==> src/rtl/fetch_pkg.sv <==
// Shared fetch-pipeline definitions: immediate-format selects, RV32I opcodes
// and the predecoded entry payload held in the fetch buffer.
package fetch_pkg;

  localparam int unsigned INSTR_W   = 32;
  localparam int unsigned IMM_SEL_W = 4;
  localparam int unsigned OPCODE_W  = 7;

  localparam logic [IMM_SEL_W-1:0] IMM_NONE = 4'd0;
  localparam logic [IMM_SEL_W-1:0] IMM_I    = 4'd1;
  localparam logic [IMM_SEL_W-1:0] IMM_S    = 4'd2;
  localparam logic [IMM_SEL_W-1:0] IMM_B    = 4'd3;
  localparam logic [IMM_SEL_W-1:0] IMM_U    = 4'd4;
  localparam logic [IMM_SEL_W-1:0] IMM_J    = 4'd5;

  localparam logic [OPCODE_W-1:0] OPC_LUI    = 7'b0110111;
  localparam logic [OPCODE_W-1:0] OPC_AUIPC  = 7'b0010111;
  localparam logic [OPCODE_W-1:0] OPC_JAL    = 7'b1101111;
  localparam logic [OPCODE_W-1:0] OPC_JALR   = 7'b1100111;
  localparam logic [OPCODE_W-1:0] OPC_BRANCH = 7'b1100011;
  localparam logic [OPCODE_W-1:0] OPC_LOAD   = 7'b0000011;
  localparam logic [OPCODE_W-1:0] OPC_STORE  = 7'b0100011;
  localparam logic [OPCODE_W-1:0] OPC_OP_IMM = 7'b0010011;
  localparam logic [OPCODE_W-1:0] OPC_OP     = 7'b0110011;
  localparam logic [OPCODE_W-1:0] OPC_FENCE  = 7'b0001111;
  localparam logic [OPCODE_W-1:0] OPC_SYSTEM = 7'b1110011;

  typedef struct packed {
    logic [INSTR_W-1:0]   instr;
    logic [IMM_SEL_W-1:0] imm_sel;
    logic                 illegal;
  } fetch_entry_t;

endpackage

==> src/rtl/fetch_predecode.sv <==
// Combinational opcode predecode: immediate format select and illegal flag.
module fetch_predecode
  import fetch_pkg::*;
(
  input  logic [INSTR_W-1:0]   instr_i,
  output logic [IMM_SEL_W-1:0] imm_sel_o,
  output logic                 illegal_o
);

  // Only the opcode field matters here; upper bits are deliberately ignored.
  logic unused_upper;
  assign unused_upper = ^instr_i[INSTR_W-1:OPCODE_W];

  always_comb begin
    imm_sel_o = IMM_NONE;
    illegal_o = 1'b0;
    case (instr_i[OPCODE_W-1:0])
      OPC_LUI, OPC_AUIPC:              imm_sel_o = IMM_U;
      OPC_JAL:                         imm_sel_o = IMM_J;
      OPC_JALR, OPC_LOAD, OPC_OP_IMM:  imm_sel_o = IMM_I;
      OPC_STORE:                       imm_sel_o = IMM_S;
      OPC_BRANCH:                      imm_sel_o = IMM_B;
      OPC_OP, OPC_FENCE, OPC_SYSTEM:   imm_sel_o = IMM_NONE;
      default:                         illegal_o = 1'b1;
    endcase
  end

endmodule

==> src/rtl/fetch_buf_ctl.sv <==
// Fetch-to-decode FIFO with predecode on the push path, valid/ready on both
// sides and a single-cycle flush for redirects.
module fetch_buf_ctl
  import fetch_pkg::*;
#(
  parameter  int unsigned DEPTH = 4,
  parameter  int unsigned PC_W  = 32,
  localparam int unsigned CNT_W = $clog2(DEPTH) + 1
) (
  input  logic                 clk,
  input  logic                 rst,
  input  logic                 flush,
  input  logic                 in_valid,
  output logic                 in_ready,
  input  logic [INSTR_W-1:0]   in_instr,
  input  logic [PC_W-1:0]      in_pc,
  output logic                 out_valid,
  input  logic                 out_ready,
  output logic [INSTR_W-1:0]   out_instr,
  output logic [PC_W-1:0]      out_pc,
  output logic [IMM_SEL_W-1:0] out_imm_sel,
  output logic                 out_illegal,
  output logic [CNT_W-1:0]     count
);

  localparam int unsigned PTR_W = $clog2(DEPTH);

  logic [PTR_W-1:0] wr_ptr_q, wr_ptr_d;
  logic [PTR_W-1:0] rd_ptr_q, rd_ptr_d;
  logic [CNT_W-1:0] count_q, count_d;

  fetch_entry_t     entry_mem_q [DEPTH];
  logic [PC_W-1:0]  pc_mem_q    [DEPTH];

  fetch_entry_t     push_entry;
  fetch_entry_t     head_entry;
  logic             push, pop;

  fetch_predecode u_predecode (
    .instr_i   (in_instr),
    .imm_sel_o (push_entry.imm_sel),
    .illegal_o (push_entry.illegal)
  );
  assign push_entry.instr = in_instr;

  assign in_ready  = (count_q < CNT_W'(DEPTH));
  assign out_valid = (count_q != '0);
  assign push      = in_valid && in_ready && !flush;
  assign pop       = out_valid && out_ready && !flush;

  always_comb begin
    wr_ptr_d = wr_ptr_q;
    rd_ptr_d = rd_ptr_q;
    count_d  = count_q;
    if (flush) begin
      wr_ptr_d = '0;
      rd_ptr_d = '0;
      count_d  = '0;
    end else begin
      if (push) wr_ptr_d = wr_ptr_q + PTR_W'(1);
      if (pop)  rd_ptr_d = rd_ptr_q + PTR_W'(1);
      case ({push, pop})
        2'b10:   count_d = count_q + CNT_W'(1);
        2'b01:   count_d = count_q - CNT_W'(1);
        default: count_d = count_q;
      endcase
    end
  end

  always_ff @(posedge clk) begin
    if (rst) begin
      wr_ptr_q <= '0;
      rd_ptr_q <= '0;
      count_q  <= '0;
    end else begin
      wr_ptr_q <= wr_ptr_d;
      rd_ptr_q <= rd_ptr_d;
      count_q  <= count_d;
    end
  end

  // Storage is intentionally unreset; out_valid masks stale contents.
  always_ff @(posedge clk) begin
    if (push) begin
      entry_mem_q[wr_ptr_q] <= push_entry;
      pc_mem_q[wr_ptr_q]    <= in_pc;
    end
  end

  assign head_entry  = entry_mem_q[rd_ptr_q];
  assign out_instr   = out_valid ? head_entry.instr   : '0;
  assign out_imm_sel = out_valid ? head_entry.imm_sel : '0;
  assign out_illegal = out_valid ? head_entry.illegal : 1'b0;
  assign out_pc      = out_valid ? pc_mem_q[rd_ptr_q] : '0;
  assign count       = count_q;

endmodule

==> config.mk <==
export PLATFORM = sky130hd
export DESIGN_NAME = fetch_buf_ctl
export DESIGN_NICKNAME = d
export VERILOG_FILES = /design/src/rtl/fetch_pkg.sv /design/src/rtl/fetch_predecode.sv /design/src/rtl/fetch_buf_ctl.sv
export SDC_FILE = /design/constraint.sdc
export NUM_CORES = 1
export LEC_CHECK = 0
export ABC_AREA = 0
export CAP_MARGIN = 20
export CORE_MARGIN = 1
export CORE_UTILIZATION = 55
export CTS_CLUSTER_SIZE = 20
export DETAILED_ROUTE_END_ITERATION = 10
export HOLD_SLACK_MARGIN = 0.02
export PLACE_DENSITY = 0.89
export SYNTH_ARGS = -nofsm -noshare
export SYNTH_HDL_FRONTEND = slang
export SYNTH_HIERARCHICAL = 1
export SYNTH_SLANG_ARGS = --single-unit
==> constraint.sdc <==
create_clock -name clk -period 4.4 [get_ports clk]
set_input_delay 0.88 -clock clk [delete_from_list [all_inputs] [get_ports clk]]
set_output_delay 0.88 -clock clk [all_outputs]
set_load 0.02 [all_outputs]
==> impl_metrics.py <==
metrics = {
    "run_status": {
        "status": "finished, final reports clean",
    },
    "pwr": {
        "p_sw_share_pct": 18.46,
        "vdd_drop_max_mv": 0.3489,
        "power_mw": 5.673,
        "p_leak_nw": 4.286,
        "power_density_nw_per_um2": 416.6,
        "clockPowerShare_pct": 41.8,
        "p_int_mw": 4.626,
        "power.switching_mw": 1.047,
        "pwr-share-comb_pct": 4.9,
        "power_frac_seq_pct": 53.4,
    },
    "worst_setup_path": {
        "crit_buf_inv": 2,
        "cp-end-kind": "output port",
        "crit_slowest_cell": "dfxtp_4",
        "crit_type": "reg -> out",
        "cpPeakStageDelay_ns": 0.64,
        "crit_fanout": 23,
        "cp.arrival_ns": 2.93,
        "r2r-start": "count[2]",
        "crit_required_ns": 3.52,
        "start_kind": "flop",
        "critical-path-top-delay-family": "buffers and inverters",
        "crit_chain": "buf_4 > mux4_2 > and2_1 > clkdlybuf4s50_1",
    },
    "routing": {
        "avgRoutedWirePerCell_um": 21.39,
        "drt-pass1-iter-count": 5,
        "avgViaCountPerCell": 5.669,
        "drt-total-wl_um": 20110,
        "dr.first_iter.drc_count": 336,
        "ant_nets": 0,
        "drcViolationCount": 0,
        "via_count": 5329,
    },
    "synthesis": {
        "yosys.area.top_type": "edfxtp_1",
        "synth-compound-area-share_pct": 0.6705,
        "synthAdderAreaFrac_pct": 0.7501,
        "synth_top_family_by_area": "multiplexers",
        "syn-mean-instance-area_um2": 21.71,
        "syn_area_um2": 11010,
        "synthCells": 507,
        "yosys-top-cells-area": "edfxtp_1 (75%), mux4_2 (14%), and2_1 (4.1%)",
        "ys_ff_latch": 285,
        "ys_warn_count": 6,
        "synthMuxAreaShare_pct": 14.21,
        "synth_top_area_share_pct": 75.28,
        "synthDistinctLibCells": 36,
        "synth.net_count": 582,
        "synth-main-ff-cell": "edfxtp_1",
        "synth-edff-count": 276,
        "netlist_top_cells_count": "edfxtp_1 (276), and2_1 (73), mux4_2 (69)",
        "synth-simple-area-share_pct": 5.410,
        "async_reset_ff_share_pct": 0,
        "ys_seq_area_share_pct": 76.92,
        "yosysMostFrequentCell": "edfxtp_1",
        "yosys.area_share.xor_xnor_pct": 0.3978,
    },
    "layout": {
        "syn_to_final_growth_pct": 23.71,
        "drive_gt1_share_pct": 17.93,
        "multi_input_area_um2": 2379,
        "seqCellArea_um2": 8476,
        "diodes": 0,
        "fillers": 1206,
        "final_nets": 733,
        "fin_area_um2": 13620,
    },
    "global_routing": {
        "grt_usage_pct": 20.23,
        "grt_max_degree": 70,
        "grt_pass1_vias": 5602,
        "grt_overflow": 0,
        "antenna_found_initial": 2,
        "grt_pass1_wl_um": 30930,
    },
    "timing": {
        "worstMarginPinSlew_ns": 1.072,
        "setup_slack_ns": 0.5932,
        "report.final.setup_viol": 0,
        "fin_crit_ns": 3.807,
        "fmax_mhz": 262.7,
        "fin_skew_ns": 0.005477,
        "tns_ns": 0,
        "slew_headroom_pct": 28.50,
        "rsz0062_at_grt": "false",
        "final-hold-violation-count": 0,
        "whs_ns": 0.5396,
        "finalMaxSlewViolations": 0,
        "period_share_pct": 86.52,
    },
    "clock_tree": {
        "cts_resized": 0,
        "cts_hold_buf": 0,
        "cts.sink_count": 285,
        "htree_levels": 1,
        "clk_latency_ns": 0.51,
        "cts_buffers": 27,
        "cts_tree": "yes",
        "cts.reportedPaths.clkPinSlew_ns": 0.06,
        "cts_root_buf": "clkbuf_16",
        "post_cts_buffers": 0,
        "cts_buffer_depth": 3,
    },
    "placement": {
        "place_hpwl_um": 11710,
        "placed_cell_area_um2": 12680,
        "place_ws_ns": 1.035,
        "port_buffers": 142,
        "gp_congestion": 0.8192,
    },
    "floorplan": {
        "die_area_um2": 20590,
        "start_util_pct": 56.38,
        "fp.dieH_um": 143.5,
        "io_pins": 143,
        "fp.dieW_um": 143.5,
        "fp.coreArea_um2": 19530,
        "rows": 51,
    },
    "hold_path": {
        "min_path_type": "reg -> reg",
        "hp-start": "rd_ptr_q[1]",
    },
    "job": {
        "drv_cap": 0,
    },
}
==> through the flow <==
step | utilization, % | instances
floorplan | - | 507
global placement | 64.94 | 893
detailed placement | 64.94 | 893
CTS | 69.61 | 939
global route | 69.75 | 940
finish | 69.75 | 940
==> worst paths after layout <==
path	to	slack, ns	depth (start not counted)
hold reg to reg	rd_ptr_q[1]	0.54	2
setup reg to reg	pc_mem_q[0][11]	2.14	2
hold / removal	rd_ptr_q[1]	0.54	2
setup / recovery	out_instr[22]	0.59	4
==> registers in the layout, indices dropped and copies added, names as in the netlist, named ones only <==
name,count
wr_ptr_q,2
pc_mem_q,128
entry_mem_q,148
rd_ptr_q,2
count,3
==> placed cells by master, fill, tap and decap left out, types with 2 or more instances in the layout <==
master	instances
edfxtp_1	276
clkdlybuf4s50_1	142
mux4_2	69
and2_1	69
clkbuf_16	27
nor2_1	10
inv_1	8
dfxtp_1	7
bufinv_16	6
clkinv_1	6
ha_1	5
and2_4	4
xor2_1	4
clkbuf_1	4
a21oi_1	3
buf_4	3
dfxtp_4	2
clkinv_2	2
a31oi_1	2
nor3b_1	2
==> cells by family (layout without fill, tap and decap cells) <==
family	count (synthesis)	count (layout)
AOI/OAI and AO/OA	10	10
xor gates and xnor gates	5	5
adders and majority gates	6	6
buffers and inverters	33	201
DFF	285	285
muxes	70	70
other	1	1
and+or+nand+nor	97	97
==> layer usage <==
layer | track usage [%] | part of all wire (%)
met1 | 26.77 | 40
met2 | 34.18 | 51
met3 | 4.365 | 6.9
met4 | 5.543 | 1.9
met5 | 0 | 0.11
==> power by group through the flow <==
stage	registers, mW	logic, mW	clock network [mW]
6_report	3.03	0.276	2.37
4_1_cts	3.03	0.279	2.41
2_1_floorplan	3.08	0.121	0
3_5_place_dp	3.09	0.277	0
5_1_grt	3.03	0.295	2.51
3_3_place_gp	3.08	0.267	0
==> final cells by class <==
type,count,area share (%)
Tap cell,265,2.435
Clock buffer,31,5.071
Clock inverter,15,1.626
Sequential cell,285,62.23
Inverter,8,0.2205
Multi-Input combinational cell,189,17.46
Timing Repair Buffer,147,10.95
==> worst reg2reg max path: stages (launching register included) <==
cell and delay (ns):
dfxtp_1 0.37, nor3b_2 0.50, and2_4 0.94
Power figures use the tool's default switching activity.
